<file path="config.mk">
export PLATFORM = sky130hd
export DESIGN_NAME = time_set_ctrl
export DESIGN_NICKNAME = d
export VERILOG_FILES = /design/src/rtl/time_set_ctrl.sv
export SDC_FILE = /design/constraint.sdc
export NUM_CORES = 1
export LEC_CHECK = 0
export CAP_MARGIN = 20
export CORE_MARGIN = 5
export CORE_UTILIZATION = 50
export DETAILED_ROUTE_END_ITERATION = 10
export DONT_BUFFER_PORTS = 1
export GPL_ROUTABILITY_DRIVEN = 0
export SLEW_MARGIN = 30
export SYNTH_ARGS = -nofsm -noshare
export SYNTH_HDL_FRONTEND = slang
export SYNTH_SLANG_ARGS = --single-unit
</file>
<file path="constraint.sdc">
create_clock -name iClk -period 3.55 [get_ports iClk]
set_input_delay 0.5325 -clock iClk [delete_from_list [all_inputs] [get_ports iClk]]
set_output_delay 0.5325 -clock iClk [all_outputs]
set_load 0.01 [all_outputs]
</file>
<file path="src/rtl/time_set_ctrl.sv">
// Key synchroniser/debouncer and hour/minute set FSM for the HH:MM:SS clock.
// oDbgState encoding: 0 = RUN, 1 = SET_HOUR, 2 = SET_MIN.
module time_set_ctrl #(
  parameter int DEBOUNCE_CYCLES = 1_000_000,
  parameter int REPEAT_DELAY    = 25_000_000,
  parameter int REPEAT_RATE     = 5_000_000,
  parameter int BLINK_HALF      = 12_500_000
) (
  input  logic       iClk,
  input  logic       iRst,
  input  logic       iKeyMode,
  input  logic       iKeyInc,
  input  logic [5:0] iHour,
  input  logic [5:0] iMinute,
  output logic [5:0] oHour,
  output logic [5:0] oMinute,
  output logic       oLoad,
  output logic       oRunEn,
  output logic       oBlankHour,
  output logic       oBlankMin,
  output logic [1:0] oDbgState
);

  localparam int DW = $clog2(DEBOUNCE_CYCLES + 1);
  localparam int RW = $clog2(REPEAT_DELAY + 1);
  localparam int BW = $clog2(BLINK_HALF + 1);

  typedef enum logic [1:0] {
    RUN      = 2'd0,
    SET_HOUR = 2'd1,
    SET_MIN  = 2'd2
  } state_e;

  // Key index 0 = mode, 1 = inc. Keys are active-low, so 1 means released.
  logic [1:0]    sync1_q, sync2_q;
  logic [1:0]    deb_q, deb_d;
  logic [DW-1:0] db_cnt_q [2];
  logic [DW-1:0] db_cnt_d [2];
  logic [1:0]    fall;

  logic [RW-1:0] hold_q, hold_d;
  logic          rpt;
  logic          mode_press, inc_evt;

  state_e        state_q, state_d;
  logic [5:0]    hour_q, hour_d, min_q, min_d;
  logic          load_q, load_d;
  logic          run_en_q, run_en_d;

  logic [BW-1:0] blink_cnt_q, blink_cnt_d;
  logic          phase_q, phase_d;

  always_ff @(posedge iClk or negedge iRst) begin
    if (!iRst) begin
      sync1_q <= 2'b11;
      sync2_q <= 2'b11;
    end else begin
      sync1_q <= {iKeyInc, iKeyMode};
      sync2_q <= sync1_q;
    end
  end

  // The press pulse is taken from the flip itself so the FSM acts on the
  // same edge that the debounced level changes.
  always_comb begin
    deb_d = deb_q;
    fall  = 2'b00;
    for (int k = 0; k < 2; k++) begin
      db_cnt_d[k] = '0;
      if (sync2_q[k] != deb_q[k]) begin
        if (db_cnt_q[k] == DW'(DEBOUNCE_CYCLES - 1)) begin
          deb_d[k] = sync2_q[k];
          fall[k]  = deb_q[k];
        end else begin
          db_cnt_d[k] = db_cnt_q[k] + 1'b1;
        end
      end
    end
  end

  always_ff @(posedge iClk or negedge iRst) begin
    if (!iRst) begin
      deb_q       <= 2'b11;
      db_cnt_q[0] <= '0;
      db_cnt_q[1] <= '0;
    end else begin
      deb_q       <= deb_d;
      db_cnt_q[0] <= db_cnt_d[0];
      db_cnt_q[1] <= db_cnt_d[1];
    end
  end

  // After the first repeat the counter is rewound so later repeats come
  // every REPEAT_RATE cycles instead of every REPEAT_DELAY.
  always_comb begin
    hold_d = '0;
    rpt    = 1'b0;
    if (!deb_q[1]) begin
      if (hold_q == RW'(REPEAT_DELAY - 1)) begin
        rpt    = 1'b1;
        hold_d = RW'(REPEAT_DELAY - REPEAT_RATE);
      end else begin
        hold_d = hold_q + 1'b1;
      end
    end
  end

  assign mode_press = fall[0];
  assign inc_evt    = fall[1] | rpt;

  always_comb begin
    state_d = state_q;
    hour_d  = hour_q;
    min_d   = min_q;
    load_d  = 1'b0;
    case (state_q)
      RUN: begin
        if (mode_press) begin
          state_d = SET_HOUR;
          hour_d  = (iHour > 6'd23) ? 6'd0 : iHour;
          min_d   = (iMinute > 6'd59) ? 6'd0 : iMinute;
        end
      end
      SET_HOUR: begin
        if (mode_press) begin
          state_d = SET_MIN;
        end else if (inc_evt) begin
          hour_d = (hour_q == 6'd23) ? 6'd0 : hour_q + 6'd1;
        end
      end
      SET_MIN: begin
        if (mode_press) begin
          state_d = RUN;
          load_d  = 1'b1;
        end else if (inc_evt) begin
          min_d = (min_q == 6'd59) ? 6'd0 : min_q + 6'd1;
        end
      end
      default: state_d = RUN;
    endcase
    run_en_d = (state_d == RUN);
  end

  // Any accepted key event restarts the blink so the edited field is visible.
  always_comb begin
    blink_cnt_d = blink_cnt_q;
    phase_d     = phase_q;
    if (state_q == RUN || mode_press || inc_evt) begin
      blink_cnt_d = '0;
      phase_d     = 1'b0;
    end else if (blink_cnt_q == BW'(BLINK_HALF - 1)) begin
      blink_cnt_d = '0;
      phase_d     = ~phase_q;
    end else begin
      blink_cnt_d = blink_cnt_q + 1'b1;
    end
  end

  always_ff @(posedge iClk or negedge iRst) begin
    if (!iRst) begin
      hold_q      <= '0;
      state_q     <= RUN;
      hour_q      <= 6'd0;
      min_q       <= 6'd0;
      load_q      <= 1'b0;
      run_en_q    <= 1'b1;
      blink_cnt_q <= '0;
      phase_q     <= 1'b0;
    end else begin
      hold_q      <= hold_d;
      state_q     <= state_d;
      hour_q      <= hour_d;
      min_q       <= min_d;
      load_q      <= load_d;
      run_en_q    <= run_en_d;
      blink_cnt_q <= blink_cnt_d;
      phase_q     <= phase_d;
    end
  end

  assign oHour      = hour_q;
  assign oMinute    = min_q;
  assign oLoad      = load_q;
  assign oRunEn     = run_en_q;
  assign oBlankHour = (state_q == SET_HOUR) && phase_q;
  assign oBlankMin  = (state_q == SET_MIN) && phase_q;
  assign oDbgState  = state_q;

endmodule

</file>
# [Yosys cells after proc, flatten, opt, wreduce, memory -nomap -nowiden]
# Index checks and enable logic that the tools add are counted.
[word_totals] out_inout_bits=18 word_cells=86 register_bits=112 in_bits=16
[classes] n_lt_le_gt_ge=2 n_addsub=6 muxes=34 n_reduce_logical=13 eq_ne=15 n_bitwise=2
[ops] cell="$mux 20" count=4
[ops] cell="$mux 6" count=10
[ops] cell="$mux 25" count=2
[ops] cell="$mux 24" count=2
[ops] cell="$add 20x1->20 const B" count=2
[ops] cell="$eq 20x20->1 const B" count=2
[ops] cell="$add 25x1->25 const B" count=1
[ops] cell="$eq 25x25->1 const B" count=1
[ops] cell="$add 24x1->24 const B" count=1
[ops] cell="$eq 24x24->1 const B" count=1
[ops] cell="$pmux 6 s2" count=2
[ops] cell="$add 6x1->6 const B" count=2
[ops] cell="$mux 1" count=10
[ops] cell="$ne 2x2->1 const B" count=5
[ops] cell="$reduce_and 4->1" count=2
[ops] cell="$eq 6x5->1 const B" count=1
[ops] cell="$eq 6x6->1 const B" count=1
[ops] cell="$gt 6x5->1 const B" count=1
[ops] cell="$gt 6x6->1 const B" count=1
[ops] cell="$mux 2" count=3
[ops] cell="$pmux 2 s3" count=1
[ops] cell="$reduce_bool 2->1" count=3
[ops] cell="$logic_not 2->1" count=2
[ops] cell="$reduce_and 2->1" count=2
[ops] cell="other kinds (7)" count=10

# [Logic depth before layout (Yosys ltp)]
# Gate-level depths: netlist (run 1).
[logic_depth] word_depth=7 mapped_depth=9 ltp_nobuf=6

# [Least setup slack after synthesis (run 1)]
# No wires, ideal clock.
[synth_path] kind="register to register" from="register hold_q[10]" to="register min_q[0], in the netlist oMinute[0]" path_buffers=0 required_time_ns=3.425 path_slack_ns=1.067 setup_time_ns=0.125 stages_incl_launch_ff=6 t_arrival_ns=2.358 synth_period_minus_slack_ns=2.483 path_cell_list="dfrtp_1 > or4b_1 > or4_4 > o32a_4 > o31a_4 > mux2_4"
[synth_via] elab_chain_len=6
[synth_rtl] item="from (decl)" line="41" source="logic [RW-1:0] hold_q, hold_d;"
[synth_rtl] item="from (signal assigned)" line="170" source="hold_q <= hold_d;"
[synth_rtl] item="$eq 25x25->1" line="99" source="if (hold_q == RW'(REPEAT_DELAY - 1)) begin"
[synth_rtl] item="$mux 1" line="99"
[synth_rtl] item="$mux 1" line="98" source="if (!deb_q[1]) begin"
[synth_rtl] item="$or 1x1->1" line="109" source="assign inc_evt = fall[1] | rpt;"
[synth_rtl] item="$ne 2x2->1 (no source line)"
[synth_rtl] item="$reduce_and 4->1 (no source line)"
[synth_rtl] item="to (signal assigned)" line="173" source="min_q <= min_d;"
[synth_rtl] item="to (decl)" line="46" source="logic [5:0] hour_q, hour_d, min_q, min_d;"
# Every way passes these cells.
# A chain may end at the register's enable or synchronous reset.

# [Worst setup path after layout (run 1)]
[layout_path] from="register hold_q[10]" to="register hold_q[6]"
[layout_via] elab_chain_len=3
[layout_rtl] item="$eq 25x25->1" line="99"
[layout_rtl] item="$mux 25" line="99"
[layout_rtl] item="$mux 25" line="98"
[layout_rtl] item="net hold_d[6]" line="41"
# The timed path passes the listed nets, and every way through them passes these cells.

==> flow_metrics.tcl, run 1 <==
set metrics [dict create \
    drc_errors 0 \
    dr_total_vias 4301 \
    rsz0062_at_grt "no" \
    max_freq_mhz 369 \
    finalHoldViolCount 0 \
    ys_seq_area_share_pct 47.9 \
    final_core_util_pct 55.1 \
    tritoncts "yes" \
    htreeDepth 3 \
    clk_pin_slew_ns 0.07 \
    worstPathArrival_ns 2.92 \
    drv_slew 0 \
    setup_tns_ns 0 \
    ctsLongestPathBuffers 2 \
    syn_area_sq_mm 0.00587 \
    maxCapViolations 0 \
    worstRegToRegCells 5 \
    dieArea_sq_mm 0.0140 \
    dp_slack_ns 0.839 \
    vdd_drop_max_mv 0.577 \
    p_per_area_mw_per_mm2 378 \
    antenna_cells 0 \
    cp.required_ns 3.75 \
    synth_seq_cells 112 \
    drt-total-wl_um 12100 \
    routed_via_density 5.72 \
    multiInputGateArea_sq_mm 0.00289 \
    fillers 1018 \
    cp-end-kind "flop" \
    synth_most_common_cell "nor2_1" \
    fp.coreArea_sq_mm 0.0115 \
    fp.dieW_um 118 \
    synth_area_per_cell_sq_um 9.67 \
    leakagePower_nw 2.56 \
    grt_max_degree 106 \
    finalWorstSetupSlack_ns 0.837 \
    critPathLaunchType "flop" \
    clock_latency_ns 0.36 \
    layout-drive-gt1-share_pct 9.03 \
    nets 626 \
    crit_fanout 17 \
    antenna_left 0 \
    start_util_pct 51.2 \
    syn_inst 607 \
    drt_iter0_drc 239 \
    cts_made_buffers 9 \
    yosysTopAreaCellShare_pct 44.8 \
    finClkSkew_ns 0.00933 \
    synth_edf_count 0 \
    status "finished, final reports clean" \
    setup_viol 0 \
    seq_area_sq_mm 0.00281 \
    portBuffers 0 \
    syn_to_final_growth_pct 7.59 \
    synth.top_cells.by_area "dfrtp_1 (45%), nor2_1 (6.8%), xnor2_1 (6.7%), xor2_1 (6.0%), dfstp_2 (3.1%)" \
    num_rows 39 \
    syn_nets 629 \
    grt-ovfl-total 0 \
    yosysWarningCount 0 \
    fin_crit_ns 2.71 \
    yosys-top-cells-count "nor2_1 (107), dfrtp_1 (105), xnor2_1 (45)" \
    crit_type "flop to flop" \
    max-slew-margin-rel_pct 49.3 \
    yosysTopAreaCell "dfrtp_1" \
    cts_sinks 112 \
    grt_pass1_vias 4206 \
    grt_first_pass_wirelength_um 21000 \
    die_y_um 118 \
    dpl.hpwl_um 8160 \
    tightest_slew_ns 0.753 \
    ioPinCount 34 \
    yosys_most_used_dff "dfrtp_1" \
    firstDrtPassIters 4 \
    cts_setup_buffers 0 \
    r2r-start "hold_q[10]" \
    ys_types 62 \
    track_usage_pct 18.1 \
    synth-async-reset-ratio_pct 100 \
    whs_ns 0.119 \
    wl_per_cell_um 16.1 \
    regToRegSetupSlack_ns 0.84 \
    hp-class "input port to asynchronous set/reset pin" \
    antenna_found_initial 0 \
    cts_resized 0 \
    root_buffer "clkbuf_16" \
    r2r-end "hold_q[6]" \
    finalCritPeriodShare_pct 76.4 \
]
==> cell type report <==
| cell class | count | share of cell area [%] |
|---|---|---|
| well taps | 143 | 2.83 |
| repair buffers | 5 | 0.951 |
| clock inverters | 5 | 1.01 |
| multi-input cells | 458 | 45.8 |
| inverters | 18 | 1.07 |
| clock buffers | 11 | 3.84 |
| flip-flops and latches | 112 | 44.5 |
==> timing repair <==
| item | in CTS | in global routing |
|---|---|---|
| setup endpoints to repair | 0 | 0 |
| hold buffers | 1 | 1 |
| hold endpoints to repair | 105 | 7 |
==> worst max path at each step <==
stage / to / depth (start not counted) / startpoint
floorplan: oMinute[0] / 5 / hold_q[10]
global placement: blink_cnt_q[3] / 6 / db_cnt_q[26]
detailed placement: blink_cnt_q[10] / 6 / db_cnt_q[26]
CTS: blink_cnt_q[10] / 6 / db_cnt_q[26]
global route: blink_cnt_q[10] / 6 / db_cnt_q[26]
finish: hold_q[6] / 5 / hold_q[10]
==> power by group <==
part           switching [mW]  internal [mW]  total [mW]
Sequential            0.00659           1.28        1.29
Clock                   0.467          0.573        1.04
Combinational          0.0409         0.0148      0.0557
==> layer usage <==
metal / routed length, um / GRT usage, % / vias up
met5: 0 / 0 / -
met4: 174 / 5.38 / 0
met3: 831 / 6.73 / 11
met2: 5350 / 26.4 / 78
met1: 5780 / 25.3 / 2092
li1: - / - / 2120
==> state kept, by name, indices dropped and copies added, names as in the netlist <==
register     flops
blink_cnt_q     24
deb_q            2
oDbgState        2
db_cnt_q        40
sync1_q          2
phase_q          1
oMinute          6
oLoad            1
sync2_q          2
oRunEn           1
oHour            6
hold_q          25
==> metrics by stage <==
stage / instances / cell area [sq um] / power (mW)
after floorplan: 607 / 5870 / 1.34
after global placement: 734 / 5960 / 1.34
after detailed placement: 734 / 5960 / 1.34
after CTS: 751 / 6300 / 2.42
after global routing: 752 / 6310 / 2.49
final: 752 / 6310 / 2.39
==> kinds of logic after synthesis <==
| logic type | after synthesis | synth area share (%) |
|---|---|---|
| AO/OA/AOI/OAI | 53 | 7.12 |
| XOR/XNOR | 85 | 12.7 |
| adder cells (fa/ha/maj) | 6 | 1.28 |
| buffers and inverters | 37 | 2.94 |
| flip-flops | 112 | 47.9 |
| multiplexers | 6 | 1.28 |
| AND/OR/NAND/NOR | 308 | 26.8 |
==> critical path, cell delays in order, from the launching register on <==
cell      delay [ns]
dfrtp_1         0.41
or4b_1          0.53
or4_4           0.53
or3_2           0.45
nand2b_1        0.51
nor2_1          0.13
==> layout by cell type, fill, tap and decap left out, types with 9 or more instances in the layout <==
cell type  count
nand3_1       36
nand4_1       22
xor2_1        40
nor2_1       107
nor4_1        10
nand2_1       41
nor3_1        21
o21ai_0       12
inv_1         18
and3_1        18
dfrtp_1      105
xnor2_1       45
clkbuf_16      9
(Power assumes the default switching activity.)
==> inputs of run 2 (changes only) <==
--- a/config.mk
+++ b/config.mk
@@ -11,6 +11,7 @@
 export DETAILED_ROUTE_END_ITERATION = 10
 export DONT_BUFFER_PORTS = 1
 export GPL_ROUTABILITY_DRIVEN = 0
+export PLACE_DENSITY = 0.68
 export SLEW_MARGIN = 30
 export SYNTH_ARGS = -nofsm -noshare
 export SYNTH_HDL_FRONTEND = slang
==> constraint.sdc (replaced) <==
create_clock -name iClk -period 2.3 [get_ports iClk]
set_input_delay 0.345 -clock iClk [delete_from_list [all_inputs] [get_ports iClk]]
set_output_delay 0.345 -clock iClk [all_outputs]
set_load 0.01 [all_outputs]
==> flow_metrics.tcl, run 2 (synthesized netlist as in run 1, its figures left out) <==
set metrics [dict create \
    status "complete, but fails checks" \
    violations "negative hold slack, negative setup slack" \
    grt_use_met1_pct 23.4 \
    track_usage_pct 17.9 \
    finalCritPeriodShare_pct 110 \
    dpl.cell_count 779 \
    crit_type "flop to flop" \
    setup_viol 40 \
    cp.required_ns 2.54 \
    final_area_sq_mm 0.00681 \
    ioPinCount 34 \
    drv_slew 0 \
    num_rows 39 \
    syn_to_final_growth_pct 16.1 \
    worstPathArrival_ns 2.76 \
    max-slew-margin-rel_pct 48.9 \
    drt-total-wl_um 12400 \
    busiest_layer "met2" \
    use_met2_pct 28.9 \
    finClkSkew_ns 0.00811 \
    cp-end-kind "flop" \
    finalWorstSetupSlack_ns -0.222 \
    worstRegToRegCells 5 \
    antenna_found_initial 0 \
    htreeDepth 3 \
    max_freq_mhz 396 \
    fp.coreArea_sq_mm 0.0115 \
    firstDrtPassIters 4 \
    routed_via_density 5.50 \
    cts_made_buffers 9 \
    drc_errors 0 \
    root_buffer "clkbuf_16" \
    crit_fanout 6 \
    vdd_drop_max_mv 0.576 \
    regToRegSetupSlack_ns -0.22 \
    whs_ns -0.323 \
    tightest_slew_ns 0.759 \
    instances_no_fill 802 \
    wl_per_cell_um 15.4 \
    leakagePower_nw 2.89 \
    worstPathCellList "or4b_1 > or4_4 > o32a_4 > o31a_4 > mux2_4" \
    finalHoldViolCount 112 \
    layout-drive-gt1-share_pct 17.1 \
    final_cell_mix "nor2_1 (107), dfrtp_1 (105), buf_4 (48), xnor2_1 (45), nand2_1 (41)" \
    p_per_area_mw_per_mm2 534 \
    grt_first_pass_wirelength_um 20800 \
    nets 676 \
    critPathLaunchType "flop" \
    top_regs "db_cnt_q: 40 flops, hold_q: 25 flops, blink_cnt_q: 24 flops" \
    clock_latency_ns 0.35 \
    portBuffers 0 \
    fp.dieW_um 118 \
    place_area_sq_mm 0.00633 \
    grt-ovfl-total 0 \
    r2r-end "oMinute[1]" \
    start_util_pct 51.2 \
    multiInputGateArea_sq_mm 0.00298 \
    maxCapViolations 0 \
    clk_pin_slew_ns 0.08 \
    dpl.hpwl_um 8590 \
    die_y_um 118 \
    r2r-start "hold_q[10]" \
    seq_area_sq_mm 0.00281 \
    fin_crit_ns 2.52 \
    regMostFlops "db_cnt_q" \
    cp_slowest_cell "or4_4" \
    grt_max_degree 113 \
    antenna_cells 0 \
    largest_reg_flops 40 \
    fillers 984 \
    hp-class "input port to asynchronous set/reset pin" \
    tritoncts "yes" \
    dr_total_vias 4408 \
    cts_sinks 112 \
    rsz0062_at_grt "yes" \
    critPathMaxStageDelay_ns 0.52 \
    final_common_cell "nor2_1" \
    antenna_left 0 \
    power.total_mw 3.64 \
    grt_pass1_vias 4352 \
    drt_iter0_drc 234 \
    use_met3_pct 6.59 \
    dieArea_sq_mm 0.0140 \
    ctsLongestPathBuffers 2 \
    ctsHoldBuffers 2 \
]
-- run 2: metrics by stage --
stage | utilization (%) | setup slack, ns | setup TNS [ns]
2_1_floorplan | - | -0.183 | -2.56
3_3_place_gp | 55.2 | -0.201 | -2.94
3_5_place_dp | 55.2 | -0.219 | -3.84
4_1_cts | 58.5 | -0.228 | -6.03
5_1_grt | 59.4 | -0.319 | -11.91
6_report | 59.4 | -0.222 | -6.71
-- run 2: metal layers --
layer	part of all wire [%]	routed length (um)
met2	47	5850
met1	45	5630
met5	0	0
met3	6.5	800
met4	0.82	101
-- run 2: where the power goes --
group          total, mW  internal (mW)  leakage, nW  switching (mW)
logic             0.0504         0.0224         1.26          0.0280
registers           1.99           1.98         1.48         0.00966
clock network       1.59          0.858        0.148           0.736
total               3.64           2.86         2.89           0.773
-- run 2: what timing repair did --
| action | CTS | global route |
|---|---|---|
| gates cloned | 0 | 3 |
| endpoints found under the hold margin | 114 | 112 |
| pin swaps | 1 | 8 |
| setup buffers | 1 | 1 |
| endpoints found under the setup margin | 52 | 73 |
| gates resized for setup | 11 | 5 |
-- run 2: worst max-delay path by stage --
stage                from  slack (ns)              to
6_report       hold_q[10]       -0.22      oMinute[1]
5_1_grt        hold_q[10]       -0.32  blink_cnt_q[0]
4_1_cts        hold_q[10]       -0.23      oMinute[1]
3_5_place_dp   hold_q[10]       -0.22      oMinute[5]
3_3_place_gp   hold_q[10]       -0.20      oMinute[1]
2_1_floorplan  hold_q[10]       -0.18      oMinute[0]
-- run 2: layout make-up --
cell class                 count  area share, %
multi-input combinational    458           43.7
sequential                   112           41.3
timing repair buffer          55           6.94
clock buffer                   9           3.31
tap                          143           2.63
clock inverter                 7           1.18
inverter                      18          0.992
-- run 2: worst max-delay path, delay by kind of cell (launching register included) --
family	cells	cell delay, ns
flip-flops	1	0.37
AND/OR/NAND/NOR	2	1.03
AO/OA/AOI/OAI	2	0.70
multiplexers	1	0.30
==> inputs of run 3 (changes only) <==
--- a/config.mk
+++ b/config.mk
@@ -7,11 +7,11 @@
 export LEC_CHECK = 0
 export CAP_MARGIN = 20
 export CORE_MARGIN = 5
-export CORE_UTILIZATION = 50
+export CORE_UTILIZATION = 55
 export DETAILED_ROUTE_END_ITERATION = 10
 export DONT_BUFFER_PORTS = 1
 export GPL_ROUTABILITY_DRIVEN = 0
-export PLACE_DENSITY = 0.68
+export PLACE_DENSITY = 0.73
 export SLEW_MARGIN = 30
 export SYNTH_ARGS = -nofsm -noshare
 export SYNTH_HDL_FRONTEND = slang
==> flow_metrics.tcl, run 3 (synthesized netlist as in run 1, its figures left out) <==
set metrics [dict create \
    status "complete, but fails checks" \
    violations "negative hold slack, negative setup slack" \
    max-slew-margin-rel_pct 45.9 \
    leakagePower_nw 2.85 \
    rsz0062_at_grt "yes" \
    root_buffer "clkbuf_8" \
    firstDrtPassIters 5 \
    regMostFlops "db_cnt_q" \
    fp.coreArea_sq_mm 0.0104 \
    grt_pass1_vias 4592 \
    critPathLaunchType "flop" \
    final_cell_mix "nor2_1 (107), dfrtp_1 (105), buf_4 (51), xnor2_1 (45), nand2_1 (41)" \
    switching_share_pct 23.2 \
    power.total_mw 3.15 \
    clk_pin_slew_ns 0.10 \
    crit_fanout 4 \
    drt-total-wl_um 12600 \
    maxCapViolations 0 \
    pwr-share-seq_pct 63.2 \
    antenna_found_initial 0 \
    cts_made_buffers 9 \
    portBuffers 0 \
    crit_type "flop to flop" \
    htreeDepth 3 \
    hp-class "input port to asynchronous set/reset pin" \
    tightest_slew_ns 0.803 \
    cp-end-kind "flop" \
    num_rows 37 \
    vdd_drop_max_mv 0.542 \
    grt_first_pass_wirelength_um 21500 \
    drt_iter0_drc 375 \
    tritoncts "yes" \
    antenna_left 0 \
    die_y_um 113 \
    fin_crit_ns 2.54 \
    setup_tns_ns -7.74 \
    worstPathArrival_ns 2.82 \
    drc_errors 0 \
    start_util_pct 56.6 \
    grt-ovfl-total 0 \
    max_freq_mhz 394 \
    cts_sinks 112 \
    p_per_area_mw_per_mm2 466 \
    clock_latency_ns 0.39 \
    wl_per_cell_um 15.8 \
    top_regs "db_cnt_q: 40 flops, hold_q: 25 flops, blink_cnt_q: 24 flops" \
    dieArea_sq_mm 0.0128 \
    drv_slew 0 \
    grt_max_degree 113 \
    setup_viol 50 \
    ioPinCount 34 \
    combPwrFrac_pct 1.8 \
    finClkSkew_ns 0.0100 \
    final_common_cell "nor2_1" \
    largest_reg_flops 40 \
    dp_slack_ns -0.265 \
    antenna_cells 0 \
    ctsHoldBuffers 2 \
    syn_to_final_growth_pct 15.4 \
    clkPwrFrac_pct 35.0 \
    finalHoldViolCount 112 \
    nets 682 \
    track_usage_pct 20.6 \
    internal_power_mw 2.42 \
    layout-drive-gt1-share_pct 18.3 \
    dr_total_vias 4630 \
    p_sw_uw 732 \
    cp.required_ns 2.58 \
    finalCritPeriodShare_pct 110 \
    finalWorstSetupSlack_ns -0.237 \
    final_core_util_pct 65.3 \
    whs_ns -0.358 \
    routed_via_density 5.78 \
    fp.dieW_um 113 \
    dpl.hpwl_um 8910 \
    ctsLongestPathBuffers 2 \
]
run 3: cell count changes in the layout (fill, tap and decap cells not counted), sizes merged:
cell	delta
clkinvlp	-1
buf	+7
bufinv	-1
inv	+2
clkinv	-1
run 3: through the flow:
stage / std cells / area, sq um
global placement: 780 / 6410
detailed placement: 780 / 6410
CTS: 799 / 6670
floorplan: 607 / 5910
finish: 801 / 6770
global route: 801 / 6770
run 3: worst paths after layout:
kind	start	endpoint	slack (ns)	depth (start not counted)
max	hold_q[10]	oMinute[0]	-0.24	5
min reg2reg	sync1_q[0]	sync2_q[0]	0.36	0
min	iRst	blink_cnt_q[8]	-0.36	0
max in group asynchronous	iRst	sync1_q[0]	2.42	0
max reg2reg	hold_q[10]	oMinute[0]	-0.24	5
min in group iClk	iHour[2]	oHour[2]	0.09	2
run 3: timing repair:
item | 4_1_cts | 5_1_grt
setup endpoints to repair | 54 | 57
pin swaps | 3 | 1
cloned | 1 | 1
resized for setup | 14 | 9
hold endpoints to repair | 114 | 112
setup buffers | 0 | 1
run 3: layout make-up:
type | instances | area (sq um)
inverter | 18 | 67.6
timing repair buffer | 61 | 527
multi-input combinational | 458 | 3020
clock inverter | 6 | 48.8
tap | 136 | 170
clock buffer | 10 | 128
sequential | 112 | 2810
fill | 833 | 3600
run 3: layer usage:
layer / routed length (um) / part of all wire (%) / track usage [%] / vias to the layer above
li1: - / - / - / 2223
met1: 5440 / 43 / 26.4 / 2279
met2: 6150 / 49 / 33.7 / 112
met3: 882 / 7.0 / 6.47 / 16
met4: 153 / 1.2 / 5.53 / 0
met5: 0 / 0 / 0 / -
run 3: critical path, cell delays in order (launching register included):
cell,delay [ns]
dfrtp_1,0.39
or4b_1,0.52
or4_4,0.53
o32a_4,0.36
o31a_4,0.32
mux2_4,0.30
run 3: power groups by stage:
| stage | clock [mW] | combinational (mW) | sequential (mW) |
|---|---|---|---|
| 2_1_floorplan | 0 | 0.0344 | 2.03 |
| 3_3_place_gp | 0 | 0.0511 | 2.03 |
| 3_5_place_dp | 0 | 0.0534 | 2.03 |
| 4_1_cts | 1.15 | 0.0571 | 1.99 |
| 5_1_grt | 1.21 | 0.0630 | 2.00 |
| 6_report | 1.10 | 0.0575 | 1.99 |
